==> src/rtl/regfile_sb.sv <==
// Parametrised integer register file with NRD combinational read ports, one write port,
// optional write-to-read forwarding and a per-register busy scoreboard for hazard detection.
module regfile_sb #(
    parameter int XLEN     = 32,
    parameter int NREG     = 32,
    parameter int AW       = 5,
    parameter int NRD      = 2,
    parameter int BYPASS   = 1,
    parameter int ZERO_REG = 1
) (
    input  logic                clk,
    input  logic                rst,
    input  logic                we,
    input  logic [AW-1:0]       waddr,
    input  logic [XLEN-1:0]     wdata,
    input  logic [NRD-1:0]      re,
    input  logic [NRD*AW-1:0]   raddr,
    output logic [NRD*XLEN-1:0] rdata,
    output logic [NRD-1:0]      rbusy,
    input  logic                iss_valid,
    input  logic [AW-1:0]       iss_rd,
    input  logic                flush,
    output logic [AW:0]         pend_cnt
);

    logic [XLEN-1:0] mem [NREG];
    logic [NREG-1:0] busy;
    logic [NREG-1:0] busy_nxt;
    logic [AW:0]     cnt_nxt;
    logic            wr_ok;
    logic            iss_ok;

    assign wr_ok  = we && !((ZERO_REG != 0) && (waddr == '0));
    assign iss_ok = iss_valid && !((ZERO_REG != 0) && (iss_rd == '0));

    // NOTE: the storage array is reset here because register contents must read 0 after reset.
    always_ff @(posedge clk or posedge rst) begin
        if (rst) begin
            for (int r = 0; r < NREG; r++) begin
                mem[r] <= '0;
            end
        end else if (wr_ok) begin
            mem[waddr] <= wdata;
        end
    end

    // Clear is applied before set so a same-cycle re-issue keeps the register pending.
    always_comb begin
        // NOTE: every combinational output gets a default first so no latch is inferred.
        busy_nxt = busy;
        if (flush) begin
            busy_nxt = '0;
        end else begin
            if (we) begin
                busy_nxt[waddr] = 1'b0;
            end
            if (iss_ok) begin
                busy_nxt[iss_rd] = 1'b1;
            end
        end
        cnt_nxt = '0;
        for (int r = 0; r < NREG; r++) begin
            cnt_nxt = cnt_nxt + {{AW{1'b0}}, busy_nxt[r]};
        end
    end

    // NOTE: sequential state uses non-blocking assignments so all flops update together.
    always_ff @(posedge clk or posedge rst) begin
        if (rst) begin
            busy     <= '0;
            pend_cnt <= '0;
        end else begin
            busy     <= busy_nxt;
            pend_cnt <= cnt_nxt;
        end
    end

    for (genvar i = 0; i < NRD; i++) begin : g_rd
        logic [AW-1:0] ra;
        logic          zero_hit;
        logic          fwd_hit;

        assign ra       = raddr[i*AW +: AW];
        assign zero_hit = (ZERO_REG != 0) && (ra == '0);
        assign fwd_hit  = (BYPASS != 0) && we && (waddr == ra);

        assign rdata[i*XLEN +: XLEN] = (!re[i] || zero_hit) ? '0 :
                                       fwd_hit              ? wdata : mem[ra];
        // Forwarded data resolves the hazard, so a bypassed read is never busy.
        assign rbusy[i] = re[i] && !zero_hit && !fwd_hit && busy[ra];
    end

endmodule

==> config.mk <==
export PLATFORM = sky130hd
export DESIGN_NAME = regfile_sb
export DESIGN_NICKNAME = d
export VERILOG_FILES = /design/src/rtl/regfile_sb.sv
export SDC_FILE = /design/constraint.sdc
export NUM_CORES = 2
export LEC_CHECK = 0
export BUFFER_PORTS_ARGS = -buffer_cell sky130_fd_sc_hd__buf_2
export CAP_MARGIN = 10
export CORE_MARGIN = 2
export CORE_UTILIZATION = 50
export CTS_CLUSTER_SIZE = 14
export DETAILED_ROUTE_END_ITERATION = 16
export PLACE_DENSITY_LB_ADDON = 0.05
export SETUP_SLACK_MARGIN = 0.2
export SLEW_MARGIN = 10
export SYNTH_ARGS = -nofsm -noshare
export SYNTH_HDL_FRONTEND = slang
export SYNTH_SLANG_ARGS = --single-unit
==> constraint.sdc <==
create_clock -name clk -period 30.6 [get_ports clk]
set_input_delay 1.53 -clock clk [delete_from_list [all_inputs] [get_ports clk]]
set_output_delay 1.53 -clock clk [all_outputs]
set_load 0.02 [all_outputs]
==> out/results.ini <==
[final_layout]
post-route-util_pct = 55.3
syn2layout_area_growth_pct = 10.1
n_fill_cell = 9651
drive_gt1_share_pct = 44.5
final_nets = 4184

[grt]
antenna_found_initial = 9
grt_pass1_wl_mm = 284
grt_pass1_vias = 39000
grt_max_degree = 167
grtUsageTotal_pct = 33.1
overflow = 0

[routing]
drc_errors = 0
first_pass_iters = 5
vias = 38500
initialDrtViolationCount = 3620
wl_per_cell_um = 34.2
route.detailed.vias_per_inst = 6.74
wl_mm = 196
ant_nets = 0

[power_and_ir_drop]
leakage_nw = 28.5
powerDensity_nw_per_um2 = 65.8
vdd_ir_drop_max_uv = 50.9

[worst_hold_path]
min-delay-start = mem[1018]$_DFFE_PP0P_
hold_path_class = flop to flop

[synth]
synth_edf_count = 0
synth_ff_type = dfrtp_1
avgSynthCellArea_um2 = 13.7
synthesis.area_um2 = 58100
async_reset_ff_share_pct = 100
ys_types = 49
syn_inst = 4233
yosysWarningCount = 0
synth-seq-cells = 1062
syn-num-nets = 4323
ys_seq_area_share_pct = 45.7

[critical_path]
end_kind = flop
critPathLaunchType = input port
cp.arrival_ps = 8100
crit_type = input port to flop
cp.required_ps = 31250
crit_start = waddr[4]
reg2reg_from = busy[23]$_DFF_PP0_
cp_max_fo = 33

[timing]
drv_slew = 0
hold_viol_final = 0
finalSetupViolations = 0
slew_headroom_pct = 19.1
max_freq_ghz = 0.134
fin_crit_sh_pct = 24.3
min_period_ps = 7450
worst_slack_ps = 23150
worst_pin_slew_ps = 1210
rsz0062_at_grt = false
setup_tns_ps = 0
hold_ws_ps = 394
worst_clock_skew_ps = 4.86

[die]
boundaryPins = 131
die_h_um = 345
rows = 125
die_w_um = 345
core_area_um2 = 116000
die_area_um2 = 119000
initial_utilization_pct = 50.2

[clock_tree]
clkLatencyLatePin_ps = 730
cts_setup_buffers = 0
cts_made_buffers = 119
cts_tree = built
cts_root_buf = clkbuf_16
ctsHoldBuffers = 0
htreeDepth = 3
ctsResizeCount = 0
cts_buffer_depth = 3
clk_pin_slew_ps = 60
clock_sinks = 1062

[place]
place.gp.congestion = 0.801
dpl_worst_slack_ps = 22440
place_hpwl_mm = 106
io_buffers = 130

[run]
cap_violations = 0

[status]
outcome = finished, final reports clean

cell type report:
class | instances | area [um^2] | area share [%]
repair buffers | 213 | 1420 | 2.22
diodes | 4 | 10.0 | 0.0156
well taps | 1524 | 1910 | 2.98
multi-input cells | 2652 | 29600 | 46.3
flip-flops and latches | 1062 | 26600 | 41.5
inverters | 46 | 176 | 0.276
clock inverters | 52 | 724 | 1.13
clock buffers | 169 | 3550 | 5.55
logic make-up (layout without fill, tap and decap cells):
kind of cell | count (synthesis) | in the layout | share of synthesized area [%]
other | 0 | 4 | 0
adder cells (fa/ha/maj) | 31 | 31 | 0.977
multiplexers | 1783 | 1783 | 40.3
AO/OA/AOI/OAI | 438 | 438 | 5.94
buffers and inverters | 519 | 480 | 3.83
XOR/XNOR | 10 | 10 | 0.151
AND/OR/NAND/NOR | 390 | 390 | 3.12
flip-flops | 1062 | 1062 | 45.7
state kept, by name (all words and copies together), names as in the netlist:
signal	cells
busy	32
mem	1024
pend_cnt	6
power by group:
| part | switching (W) | internal [W] |
|---|---|---|
| registers | 0.000187 | 0.00166 |
| logic | 0.000346 | 0.000453 |
| clock network | 0.000614 | 0.000946 |
worst max-delay path, stage by stage:
cell	delay, ps
buf_2	200
nor3b_1	990
nand2_4	760
nand2_1	290
a21o_1	150
fa_1	450
fa_1	500
inv_1	50
fa_1	480
inv_1	50
fa_1	520
fa_1	430
fa_1	490
inv_1	40
ha_1	210
fa_1	460
a21o_1	200
a21oi_1	160
xnor2_1	130
per-layer routing:
| metal | GRT usage (%) | wire (um) | part of all wire, % | up-vias |
|---|---|---|---|---|
| met5 | 0 | 43 | 0.022 | - |
| met1 | 48.2 | 86700 | 44 | 20800 |
| met2 | 50.6 | 88600 | 45 | 1505 |
| met4 | 9.87 | 6390 | 3.3 | 8 |
| li1 | - | - | - | 15800 |
| met3 | 6.11 | 14000 | 7.2 | 343 |
synthesized netlist by cell type (24+ instances only):
cell | n | area share [%]
buf_2 | 127 | 1.1
mux2i_1 | 382 | 6.6
mux4_2 | 337 | 13
nand3_1 | 52 | 0.45
clkbuf_1 | 264 | 1.7
a32o_1 | 64 | 1.1
buf_1 | 59 | 0.38
a221o_1 | 65 | 1.1
inv_1 | 46 | 0.30
dfrtp_1 | 1062 | 46
nand2_1 | 195 | 1.3
nor2_1 | 45 | 0.29
nor2b_1 | 27 | 0.29
mux2_2 | 1056 | 20
a21oi_1 | 66 | 0.57
fa_1 | 24 | 0.83
o221ai_1 | 116 | 1.7
o21ai_0 | 55 | 0.47
worst paths after layout:
check,to,slack (ps),cells after the start
max in group asynchronous,pend_cnt[3]$_DFF_PP0_,25860,6
hold / removal,mem[1018]$_DFFE_PP0P_,390,0
setup reg to reg,pend_cnt[4]$_DFF_PP0_,25550,16
hold reg to reg,mem[1018]$_DFFE_PP0P_,390,0
setup / recovery,pend_cnt[4]$_DFF_PP0_,23150,19
min in group asynchronous,mem[14]$_DFFE_PP0P_,960,2
layout by cell type, fill, tap and decap left out, types with 25 or more instances in the layout:
master	count
dfrtp_1	1062
mux2_2	1056
mux2i_1	382
mux4_2	337
nand2_1	180
clkbuf_16	122
buf_2	121
o221ai_1	116
buf_4	80
a21oi_1	66
a221o_1	65
a32o_1	64
o21ai_0	55
nand3_1	52
inv_1	43
clkbuf_8	32
clkinv_2	25
stage by stage:
step / total power (W) / instances / area, um^2
floorplan: 0.00245 / 4233 / 58100
global placement: 0.00265 / 5497 / 59700
detailed placement: 0.00267 / 5497 / 59700
CTS: 0.00423 / 5718 / 64000
global route: 0.00438 / 5718 / 64000
finish: 0.00421 / 5722 / 64000
Power figures use the tool's default switching activity.
